[src/rtl/iota_rc_seq.sv]
// Sequential Keccak-p iota stage: XORs an on-the-fly LFSR round constant into
// lane (0,0) once per round over valid/ready handshakes on both sides.
module iota_rc_seq #(
  parameter int LANE_W      = 64,
  parameter int NUM_ROUNDS  = 24,
  parameter int FIRST_ROUND = 0
) (
  input  logic              clk,
  input  logic              rst,
  input  logic              start,
  input  logic              in_valid,
  output logic              in_ready,
  input  logic [LANE_W-1:0] in_data,
  output logic              out_valid,
  input  logic              out_ready,
  output logic [LANE_W-1:0] out_data,
  output logic [4:0]        out_round,
  output logic              out_last,
  output logic              busy,
  output logic              done
);

  localparam int L          = $clog2(LANE_W);
  localparam int LAST_ROUND = FIRST_ROUND + NUM_ROUNDS - 1;
  localparam logic [4:0] FIRST_R = 5'(FIRST_ROUND);
  localparam logic [4:0] LAST_R  = 5'(LAST_ROUND);

  // One rc(t) LFSR step: shift up, feed the bit shifted out back into taps 0,4,5,6.
  function automatic logic [7:0] lfsr_step(input logic [7:0] r);
    logic       fb;
    logic [7:0] n;
    fb   = r[7];
    n    = {r[6:0], fb};
    n[4] = n[4] ^ fb;
    n[5] = n[5] ^ fb;
    n[6] = n[6] ^ fb;
    return n;
  endfunction

  function automatic logic [7:0] lfsr_advance(input logic [7:0] r, input int steps);
    logic [7:0] s;
    s = r;
    for (int i = 0; i < steps; i++) s = lfsr_step(s);
    return s;
  endfunction

  localparam logic [7:0] LFSR_INIT = lfsr_advance(8'h01, 7 * FIRST_ROUND);

  typedef enum logic {IDLE, RUN} state_t;

  state_t              state, state_next;
  logic [7:0]          lfsr, lfsr_next;
  logic [4:0]          round;
  logic [6:0]          rc_bits;
  logic [LANE_W-1:0]   rc_lane;
  logic                xfer;
  logic                is_last;

  assign in_ready = (state == RUN) && !start && (!out_valid || out_ready);
  assign xfer     = in_valid && in_ready;
  assign is_last  = (round == LAST_R);
  assign busy     = (state == RUN) || out_valid;

  // Seven rc bits per round come straight off the LFSR chain; the end of the
  // chain is the state for the next round.
  always_comb begin
    logic [7:0] s;
    s       = lfsr;
    rc_bits = '0;
    for (int j = 0; j < 7; j++) begin
      rc_bits[j] = s[0];
      s = lfsr_step(s);
    end
    lfsr_next = s;
  end

  always_comb begin
    rc_lane = '0;
    for (int j = 0; j <= L; j++) rc_lane[(2 ** j) - 1] = rc_bits[j];
  end

  always_ff @(posedge clk) begin
    if (rst) state <= IDLE;
    else     state <= state_next;
  end

  always_comb begin
    state_next = state;
    case (state)
      IDLE: if (start) state_next = RUN;
      RUN: begin
        if (start)                 state_next = RUN;
        else if (xfer && is_last)  state_next = IDLE;
      end
      default: state_next = IDLE;
    endcase
  end

  // Output register and round tracking; a start always rewinds to FIRST_ROUND.
  always_ff @(posedge clk) begin
    if (rst) begin
      lfsr      <= LFSR_INIT;
      round     <= FIRST_R;
      out_valid <= 1'b0;
      out_data  <= '0;
      out_round <= '0;
      out_last  <= 1'b0;
      done      <= 1'b0;
    end else begin
      done <= out_valid && out_ready && out_last;
      if (xfer) begin
        out_valid <= 1'b1;
        out_data  <= in_data ^ rc_lane;
        out_round <= round;
        out_last  <= is_last;
      end else if (out_ready) begin
        out_valid <= 1'b0;
      end
      if (start || (xfer && is_last)) begin
        lfsr  <= LFSR_INIT;
        round <= FIRST_R;
      end else if (xfer) begin
        lfsr  <= lfsr_next;
        round <= round + 5'd1;
      end
    end
  end

endmodule

[config.mk]
export PLATFORM = sky130hd
export DESIGN_NAME = iota_rc_seq
export DESIGN_NICKNAME = d
export VERILOG_FILES = /design/src/rtl/iota_rc_seq.sv
export SDC_FILE = /design/constraint.sdc
export NUM_CORES = 1
export LEC_CHECK = 0
export BUFFER_PORTS_ARGS = -buffer_cell sky130_fd_sc_hd__buf_2
export CORE_AREA = 4 4 95 97
export CTS_BUF_LIST = sky130_fd_sc_hd__clkbuf_2 sky130_fd_sc_hd__clkbuf_4 sky130_fd_sc_hd__clkbuf_8
export CTS_CLUSTER_DIAMETER = 30
export DETAILED_ROUTE_END_ITERATION = 16
export DIE_AREA = 0 0 99 101
export PLACE_DENSITY = 0.7
export SLEW_MARGIN = 10
export SYNTH_ARGS = -nofsm -noshare
export SYNTH_HDL_FRONTEND = slang
export SYNTH_SLANG_ARGS = --single-unit
[constraint.sdc]
create_clock -name clk -period 2.5 [get_ports clk]
set_input_delay 0.75 -clock clk [delete_from_list [all_inputs] [get_ports clk]]
set_output_delay 0.75 -clock clk [all_outputs]
set_load 0.005 [all_outputs]
# == Word level (Yosys, flattened, before mapping) ==
# Index checks and enable logic that the tools add are counted.
# totals
ff_bits,86
out_inout_bits,74
elab_cells,52
in_bits,69
# classes
muxes,6
n_reduce_logical,13
bitwise,23
addsub,1
n_eq_ne,1
# ops
operator,count
$xor A64 B64 Y64,1
$xor A1 B1 Y1,21
$logic_and A1 B1 Y1,6
$add A5 B1 Y5 const B,1
$eq A5 B5 Y1 const B,1
$mux W1,5
$logic_or A1 B1 Y1,3
$logic_not A1 Y1,2
$pmux W1 S2,1
$reduce_bool A2 Y1,1
$reduce_or A2 Y1,1
$not A1 Y1,1

# == Longest topological paths before layout ==
# Gate-level depths: netlist of run 1.
# depth
depth_word,8
depth_mapped,7
ltp_nobuf,5

# == Worst setup path after synthesis of run 1 ==
# No wires, ideal clock.
# synth_path
path_kind,input to output
from,input port out_ready
to,output port in_ready
path_buffers,1
stages,3
t_arrival_ps,1154
t_required_ps,1750
setup_slack_ps,596
cell_sequence,nand2b_1 > buf_4 > and2_1
# synth_between
elab_chain_len,2
# synth_lines
item,line,rtl
from (decl),15,"input logic out_ready,"
$logic_or A1 B1 Y1,59,assign in_ready = (state == RUN) && !start && (!out_valid || out_ready);
$logic_and A1 B1 Y1,59,
to (decl),12,"output logic in_ready,"
# Every way passes these cells.

# == Final worst setup path of run 1 ==
# Same ends and word-level chain as after synthesis.

==> out/summary.txt, run 1 <==
status -> finished, final reports clean
Max Cap Viol -> 0
Die H -> 101 um
Setup CP Type -> in -> out
CTS root buf -> clkbuf_8
post-synth top area share -> 52.04%
postcts setup bufs -> 0
met1 Usage GRT -> 19.72%
Setup crit end kind -> output pin
Post-Synthesis Cell Area -> 3308 um^2
Fin Hold WS -> 0.4580 ns
Sequential Power Share -> 56.2%
switching share of power -> 25.24%
Slew Limit Fails -> 0
Post-DP HPWL -> 6225 um
ant diodes -> 0
CTS buffer count -> 9
drt pass-1 iters -> 4
WP data required -> 1.75 ns
largest net degree at the start of global routing -> 62
Post-Syn Instances -> 404
syn_nets -> 474
Clock Latency Late Sink -> 0.35 ns
first-pass GRT wire length -> 13,740 um
core area -> 8134 um^2
Total GRT Usage -> 16.98%
RSZ-0062 raised after global routing -> no
GRT Residual Overflow -> 0
Critical Path Fanout Max -> 8
Max Fclk -> 0.4611 GHz
die area -> 9999 um^2
Net count, final -> 603
Seq cells post-synth -> 86
met3 track demand over resource -> 4.014%
top area cells in the synthesized netlist -> dfxtp_1, nand2_1, a21oi_1
vias in the first global route -> 3,019
most instantiated cells after synthesis -> nand2_1, dfxtp_1, a21oi_1
via/cell ratio -> 4.820
post-synthesis cell type with the largest combined area -> dfxtp_1
initial antenna violation count -> 0
syn_area_per_cell -> 8.189 um^2
synth warn -> 0
Post-synth EDFFs -> 0
Top FF cell, synth -> dfxtp_1
wire per inst -> 13.49 um
fraction of registers with async set/reset -> 0%
Reg clk slew, reported paths -> 0.09 ns
Seq/Total Area, Yosys -> 52.04%
GR peak layer -> met2
CTS H-tree depth -> 3
startpoint types -> input port
Slew @ Worst Pin -> 0.5297 ns
via count -> 3,099
setup TNS -> 0 ns
die width -> 99 um
clk buf depth -> 2
Setup Viol. Count Final -> 0
area grow syn2layout -> 28.71%
count leader, synth -> nand2_1
Clock Skew -> 0.006480 ns
worst path cell trace -> buf_2 -> nand2b_1 -> and2_1 -> buf_2
Pint -> 0.001888 W
maximum vdd drop -> 0.2795 mV
IO Pins -> 143
post-synth cell types -> 32
share of layout cells above drive strength 1 -> 31.60%
hold_buf cts -> 0
HP Class -> reg -> reg
RD Place Congestion -> 0.8245
routed wire length -> 8677 um
cell mode on critical path -> buf_2
WHS Path Cells -> 2
switching power -> 0.0006373 W
logic gate share of total power -> 8.1%
Worst slew margin -> 64.69%
CTS Sinks -> 86
post_cts resized -> 0
Clock Power Share -> 35.7%
crit path DAT -> 1.42 ns
static leakage -> 1.799 nW
Tcrit/Tclk final -> 86.74%
met2 Usage GRT -> 28.93%
CTS tree -> built
fillcell total -> 801
Reg2Reg Depth -> 5
initial core utilization -> 40.67%
Period minus WS final -> 2.169 ns
ANT nets after route -> 0
Buffers on Ports -> 142
final count of hold timing violations -> 0
Rows -> 33
Power Density -> 593.1 nW/um^2
slowest stage delay, CP -> 0.25 ns
DRC viols -> 0
Starting DRT DRC Count -> 112
Worst path slowest cell -> nand2b_1
## per-stage QoR
| step | std cells | utilization (%) | setup WS [ns] | power [W] | area, um^2 |
|---|---|---|---|---|---|
| CTS | 643 | 52.35 | 0.3353 | 0.002569 | 4258 |
| detailed placement | 627 | 50.07 | 0.3381 | 0.001658 | 4073 |
| floorplan | 404 | - | 0.5957 | 0.001548 | 3308 |
| global placement | 627 | 50.07 | 0.3481 | 0.001653 | 4073 |
| global route | 643 | 52.35 | 0.2967 | 0.002649 | 4258 |
| finish | 643 | 52.35 | 0.3315 | 0.002525 | 4258 |
## cell usage in the layout, fill, tap and decap left out, types with 4 or more instances in the layout
cell,synthesis,layout
buf_4,2,6
a21oi_1,73,73
dfxtp_1,86,86
nand2_1,137,137
clkbuf_8,0,10
a31oi_1,5,5
xor2_1,4,4
nand3_1,9,9
nor2_1,8,8
buf_2,16,142
xnor2_1,17,17
clkinvlp_4,0,4
a211oi_1,6,6
## layout make-up
class | instances | area, um^2 | share of cell area [%]
Inverter | 1 | 3.754 | 0.08816
Timing Repair Buffer | 149 | 775.7 | 18.22
Multi-Input combinational cell | 286 | 1440 | 33.82
Clock buffer | 10 | 137.6 | 3.232
Sequential cell | 86 | 1722 | 40.43
Clock inverter | 6 | 47.55 | 1.117
Tap cell | 105 | 131.4 | 3.086
## worst max-delay path: cells and delay by family
| kind | cells | cell delay [ns] |
|---|---|---|
| buffers and inverters | 2 | 0.22 |
| and+or+nand+nor | 2 | 0.44 |
## power groups by stage
| stage | combinational, W | sequential (W) | clock (W) |
|---|---|---|---|
| floorplan | 0.0000959 | 0.00145 | 0 |
| global placement | 0.000204 | 0.00145 | 0 |
| detailed placement | 0.000208 | 0.00145 | 0 |
| CTS | 0.000208 | 0.00142 | 0.000942 |
| global route | 0.000230 | 0.00142 | 0.000997 |
| finish | 0.000205 | 0.00142 | 0.000902 |
## cells by family after synthesis
logic type | synth area share [%]
multiplexers | 0.3026
flip-flops | 52.04
AND/OR/NAND/NOR | 22.43
buffers and inverters | 4.463
adder cells (fa/ha/maj) | 0.3782
XOR/XNOR | 6.732
AO/OA/AOI/OAI | 13.65
## registers in the layout, summed over array words and instances (netlist names)
name       cells
out_data      64
lfsr           8
out_round      5
round          5
done           1
out_last       1
out_valid      1
state          1
## per-layer routing
metal	vias to the layer above	share of wire [%]
li1	1582	-
met1	1415	41
met2	89	50
met3	13	6.4
met4	0	2.1
met5	-	0
## path summary, 6_finish.rpt
| path | from | end | slack (ns) |
|---|---|---|---|
| max | out_ready | in_ready | 0.33 |
| min | out_data[51]$_SDFFE_PP0P_ | out_data[51]$_SDFFE_PP0P_ | 0.46 |
| max reg2reg | round[0]$_SDFFE_PP0P_ | round[3]$_SDFFE_PP0P_ | 0.86 |
| min reg2reg | out_data[51]$_SDFFE_PP0P_ | out_data[51]$_SDFFE_PP0P_ | 0.46 |
No activity file was read; power rests on OpenSTA's default activity.
==> inputs of run 2 (changes only) <==
==> constraint.sdc (replaced) <==
create_clock -name clk -period 2.62 [get_ports clk]
set_input_delay 0.786 -clock clk [delete_from_list [all_inputs] [get_ports clk]]
set_output_delay 0.786 -clock clk [all_outputs]
set_load 0.005 [all_outputs]
==> out/summary.txt, run 2 (synthesis results as in run 1) <==
Starting DRT DRC Count -> 151 (+35%)
CTS root buf -> clkbuf_8
final count of hold timing violations -> 0 (unchanged)
largest reg by FF count -> out_data
static leakage -> 1.842 nW (+2.4%)
Max Fclk -> 0.4421 GHz
CTS Sinks -> 86 (unchanged)
cell mode on critical path -> buf_2
Slew @ Worst Pin -> 0.5060 ns (-0.02365 ns)
Reg clk slew, reported paths -> 0.08 ns (about the same)
via/cell ratio -> 4.824 (about the same)
DRC viols -> 0 (unchanged)
worst path cell trace -> buf_2 -> nand2b_1 -> and2_1 -> buf_2
IO Pins -> 143 (unchanged)
CTS buffer count -> 9 (unchanged)
Worst slew margin -> 66.26% (+1.6 points)
vias in the first global route -> 2,859 (-5.3%)
hold_buf cts -> 0 (unchanged)
met2 Usage GRT -> 27.69% (-1.2 points)
drt pass-1 iters -> 4 (unchanged)
wire per inst -> 13.15 um (-2.5%)
status -> finished, final reports clean
crit path DAT -> 1.48 ns (+0.06 ns)
maximum vdd drop -> 0.3312 mV (+19%)
RSZ-0062 raised after global routing -> no
Max Cap Viol -> 0 (unchanged)
RD Place Congestion -> 0.7862 (-4.6%)
post-route cell area -> 4318 um^2 (+1.4%)
Power Density -> 616.8 nW/um^2 (+4.0%)
ant diodes -> 0 (unchanged)
die width -> 99 um (unchanged)
initial core utilization -> 40.67% (unchanged)
area grow syn2layout -> 30.52%
Slew Limit Fails -> 0 (unchanged)
core area -> 8134 um^2 (unchanged)
Setup Viol. Count Final -> 0 (unchanged)
Clock Latency Late Sink -> 0.35 ns (about the same)
met3 track demand over resource -> 6.228% (+2.2 points)
most frequent cells in the layout -> buf_2, nand2_1, dfxtp_1
Setup CP Type -> in -> out
Worst path slowest cell -> nand2b_1
startpoint types -> input port
post_cts resized -> 0 (unchanged)
routed wire length -> 8456 um (-2.5%)
GRT Residual Overflow -> 0 (unchanged)
Period minus WS final -> 2.262 ns
CTS H-tree depth -> 3 (unchanged)
Clock Skew -> 0.007295 ns (+0.0008147 ns)
placed cell areas -> 4073 um^2 (unchanged)
CTS tree -> built
ANT nets after route -> 0 (unchanged)
initial antenna violation count -> 0 (unchanged)
first-pass GRT wire length -> 13,280 um (-3.4%)
Setup crit end kind -> output pin
Buffers on Ports -> 142 (unchanged)
Tcrit/Tclk final -> 86.34%
setup TNS -> 0 ns (unchanged)
Post-DP HPWL -> 6057 um (-2.7%)
HP Class -> reg -> reg
Net count, final -> 603 (unchanged)
Critical Path Fanout Max -> 8 (unchanged)
share of layout cells above drive strength 1 -> 31.60% (unchanged)
WP data required -> 1.83 ns (+0.08 ns)
Worst Path Buf+Inv -> 2 (unchanged)
largest net degree at the start of global routing -> 50 (-19%)
kind of cell adding the most delay to the critical path -> simple AND/OR/NAND/NOR gates
met1 Usage GRT -> 18.94% (-0.78 points)
Rows -> 33 (unchanged)
die area -> 9999 um^2 (unchanged)
clk buf depth -> 2 (unchanged)
Die H -> 101 um (unchanged)
number of flip-flops in the largest register -> 64 (unchanged)
Largest regs -> out_data x64, lfsr x8
Total GRT Usage -> 16.42% (-0.56 points)
GR peak layer -> met2
via count -> 3,102 (+0.097%)
postcts setup bufs -> 0 (unchanged)
slowest stage delay, CP -> 0.27 ns (+0.02 ns)
commonest non-fill, non-tap cell in the layout -> buf_2
[run 2: worst paths after layout]
| check | from | to | slack [ns] | cells after the start |
|---|---|---|---|---|
| worst max register to register | out_valid$_SDFFE_PP0P_ | out_data[29]$_SDFFE_PP0P_ | 0.96 | 5 |
| worst min-delay path | out_data[32]$_SDFFE_PP0P_ | out_data[32]$_SDFFE_PP0P_ | 0.46 | 2 |
| worst max-delay path | out_ready | in_ready | 0.36 | 4 |
| worst min register to register | out_data[32]$_SDFFE_PP0P_ | out_data[32]$_SDFFE_PP0P_ | 0.46 | 2 |
[run 2: per-stage QoR]
step	instances	hold WS (ns)	util [%]	setup WS, ns	power [W]
detailed placement	627	0.4431	50.07	0.3676	0.001581
global placement	627	0.4393	50.07	0.3814	0.001576
floorplan	404	0.4482	-	0.6437	0.001477
finish	643	0.4552	53.08	0.3579	0.002663
global route	643	0.4780	53.08	0.3235	0.002783
CTS	643	0.4562	53.08	0.3576	0.002705
[run 2: layout make-up]
type,count,area (um^2)
flip-flops and latches,86,1722
clock inverters,7,121.4
repair buffers,149,775.7
inverters,1,3.754
multi-input cells,286,1440
well taps,105,131.4
fillers,759,3816
clock buffers,9,123.9
[run 2: routing by layer]
metal	vias up	part of all wire [%]
li1	1588	-
met1	1397	41
met2	103	50
met3	14	7.4
met4	0	1.9
met5	-	0
[run 2: power by group]
| part | switching (W) | total (W) | internal [W] |
|---|---|---|---|
| Combinational | 0.000104 | 0.000195 | 0.0000914 |
| Clock | 0.000477 | 0.00111 | 0.000638 |
| Sequential | 0.0000161 | 0.00135 | 0.00134 |
[run 2: tightest hold or removal path: cells and delay by family, from the launching register on]
| family | cells | cell delay [ns] |
|---|---|---|
| DFF | 1 | 0.31 |
| AOI/OAI and AO/OA | 1 | 0.05 |
| and+or+nand+nor | 1 | 0.05 |
==> inputs of run 3 (changes only) <==
--- a/config.mk
+++ b/config.mk
@@ -12,7 +12,7 @@
 export DETAILED_ROUTE_END_ITERATION = 16
 export DIE_AREA = 0 0 99 101
 export PLACE_DENSITY = 0.7
-export SLEW_MARGIN = 10
+export SLEW_MARGIN = 20
 export SYNTH_ARGS = -nofsm -noshare
 export SYNTH_HDL_FRONTEND = slang
 export SYNTH_SLANG_ARGS = --single-unit
==> constraint.sdc (replaced) <==
create_clock -name clk -period 2.3 [get_ports clk]
set_input_delay 0.69 -clock clk [delete_from_list [all_inputs] [get_ports clk]]
set_output_delay 0.69 -clock clk [all_outputs]
set_load 0.005 [all_outputs]
==> out/summary.txt, run 3 (synthesis results as in run 1) <==
post_cts resized -> 0 (unchanged)
initial antenna violation count -> 0 (unchanged)
number of flip-flops in the largest register -> 64 (unchanged)
wire per inst -> 13.16 um (about the same)
Reg clk slew, reported paths -> 0.08 ns (about the same)
Fin Hold WS -> 0.4535 ns (-0.001697 ns)
largest reg by FF count -> out_data
share of layout cells above drive strength 1 -> 31.47% (-0.13 points)
static leakage -> 1.829 nW (-0.74%)
Buffers on Ports -> 142 (unchanged)
Power Total -> 0.002944 W (+11%)
cell mode on critical path -> buf_2
Pint -> 0.002283 W (+11%)
CTS buffer count -> 9 (unchanged)
area grow syn2layout -> 30.52% (unchanged)
CTS Sinks -> 86 (unchanged)
die width -> 99 um (unchanged)
Max Fclk -> 0.4872 GHz
CTS root buf -> clkbuf_8
first-pass GRT wire length -> 13,670 um (+2.9%)
Worst slew margin -> 66.68% (+0.42 points)
commonest non-fill, non-tap cell in the layout -> buf_2
Max Cap Viol -> 0 (unchanged)
Clock Power Share -> 40.0% (-1.9 points)
met1 Usage GRT -> 20.77% (+1.8 points)
drt pass-1 iters -> 5 (+1)
status -> finished, final reports clean
Clock Skew -> 0.008921 ns (+0.001626 ns)
CTS tree -> built
via/cell ratio -> 4.815 (-0.20%)
Sequential Power Share -> 52.4% (+1.6 points)
via count -> 3,091 (-0.35%)
GR peak layer -> met2
post-route cell area -> 4318 um^2 (unchanged)
worst r2r src -> round[0]$_SDFFE_PP0P_
routed wire length -> 8450 um (about the same)
startpoint types -> input port
crit path DAT -> 1.36 ns (-0.12 ns)
post-route core utilization -> 53.08% (unchanged)
Setup Viol. Count Final -> 0 (unchanged)
HP Class -> reg -> reg
clk buf depth -> 2 (unchanged)
met3 track demand over resource -> 3.599% (-2.6 points)
RSZ-0062 raised after global routing -> no
Reg2Reg Depth -> 5 (unchanged)
IO Pins -> 143 (unchanged)
R2R Setup Slk -> 0.68 ns (-0.28 ns)
Worst path slowest cell -> nand2b_1
met2 Usage GRT -> 27.53% (-0.15 points)
slowest stage delay, CP -> 0.25 ns (-0.02 ns)
postcts setup bufs -> 0 (unchanged)
most frequent cells in the layout -> buf_2, nand2_1, dfxtp_1
Period minus WS final -> 2.053 ns
final count of hold timing violations -> 0 (unchanged)
largest net degree at the start of global routing -> 77 (+54%)
Setup crit end kind -> output pin
switching share of power -> 22.43% (about the same)
Net count, final -> 602 (-0.17%)
logic gate share of total power -> 7.7% (+0.4 points)
Critical Path Fanout Max -> 8 (unchanged)
Slew @ Worst Pin -> 0.4998 ns (-0.006248 ns)
maximum vdd drop -> 0.2799 mV (-16%)
switching power -> 0.0006603 W (+11%)
Total GRT Usage -> 16.68% (+0.26 points)
vias in the first global route -> 2,880 (+0.73%)
hold_sp -> out_data[61]$_SDFFE_PP0P_
Worst Path Buf+Inv -> 2 (unchanged)
core area -> 8134 um^2 (unchanged)
Post-DP HPWL -> 6011 um (-0.75%)
DRC viols -> 0 (unchanged)
ant diodes -> 0 (unchanged)
kind of cell adding the most delay to the critical path -> simple AND/OR/NAND/NOR gates
Largest regs -> out_data x64, lfsr x8
initial core utilization -> 40.67% (unchanged)
WHS Path Cells -> 2 (unchanged)
setup TNS -> 0 ns (unchanged)
Power Density -> 681.8 nW/um^2 (+11%)
Slew Limit Fails -> 0 (unchanged)
Starting DRT DRC Count -> 146 (-3.3%)
Worst Hold Path EP -> out_data[61]$_SDFFE_PP0P_
Die H -> 101 um (unchanged)
worst path cell trace -> buf_2 -> nand2b_1 -> and2_1 -> buf_2
WP data required -> 1.61 ns (-0.22 ns)
Critical R2R Capture -> round[3]$_SDFFE_PP0P_
CTS H-tree depth -> 3 (unchanged)
Clock Latency Late Sink -> 0.33 ns (-0.02 ns)
ANT nets after route -> 0 (unchanged)
GRT Residual Overflow -> 0 (unchanged)
placed cell areas -> 4090 um^2 (+0.43%)
Tcrit/Tclk final -> 89.24%
hold_buf cts -> 0 (unchanged)
Setup CP Type -> in -> out
die area -> 9999 um^2 (unchanged)
Rows -> 33 (unchanged)
RD Place Congestion -> 0.7652 (-2.7%)
run 3: cell count changes in the layout (fill, tap and decap cells not counted), sizes merged:
cell | before | now
clkinvlp | 0 | 3
inv | 2 | 1
clkinv | 3 | 0
buf | 149 | 148
bufinv | 3 | 2
clkbuf | 9 | 11
run 3: final cells by class:
class | count | area (um^2)
fill | 783 | 3816
sequential | 86 | 1722
multi-input combinational | 286 | 1440
timing repair buffer | 148 | 793.3
clock buffer | 11 | 145.1
tap | 105 | 131.4
clock inverter | 5 | 82.58
inverter | 1 | 3.754
run 3: how the worst max path moves through the flow:
stage / from / endpoint / slack, ns / cells after the start
after floorplan: out_ready / in_ready / 0.52 / 3
after global placement: out_ready / in_ready / 0.26 / 4
after detailed placement: out_ready / out_data[32]$_SDFFE_PP0P_ / 0.26 / 6
after CTS: out_ready / in_ready / 0.25 / 4
after global routing: out_ready / in_ready / 0.17 / 4
final: out_ready / in_ready / 0.25 / 4
run 3: power by group through the flow:
stage / clock network [W] / registers, W / logic, W
after global placement: 0 / 0.00158 / 0.000224
final: 0.00118 / 0.00154 / 0.000225
after floorplan: 0 / 0.00158 / 0.000104
after detailed placement: 0 / 0.00158 / 0.000228
after CTS: 0.00121 / 0.00154 / 0.000229
after global routing: 0.00127 / 0.00155 / 0.000254
run 3: per-stage QoR:
step	worst slack [ns]	instances
floorplan	0.5157	404
global placement	0.2649	626
detailed placement	0.2622	626
CTS	0.2550	642
global route	0.1733	642
finish	0.2474	642
run 3: routing by layer:
| layer | up-vias | share of wire (%) | wire (um) |
|---|---|---|---|
| li1 | 1574 | - | - |
| met1 | 1397 | 42 | 3552 |
| met2 | 100 | 48 | 4064 |
| met3 | 20 | 7.3 | 618 |
| met4 | 0 | 2.5 | 215 |
| met5 | - | 0 | 0 |
run 3: worst reg2reg max path, stage by stage (launching register included):
cell and delay (ns):
dfxtp_1 0.36, ha_1 0.24, and2_1 0.17, and3b_1 0.17, or4_1 0.46, a21oi_1 0.15
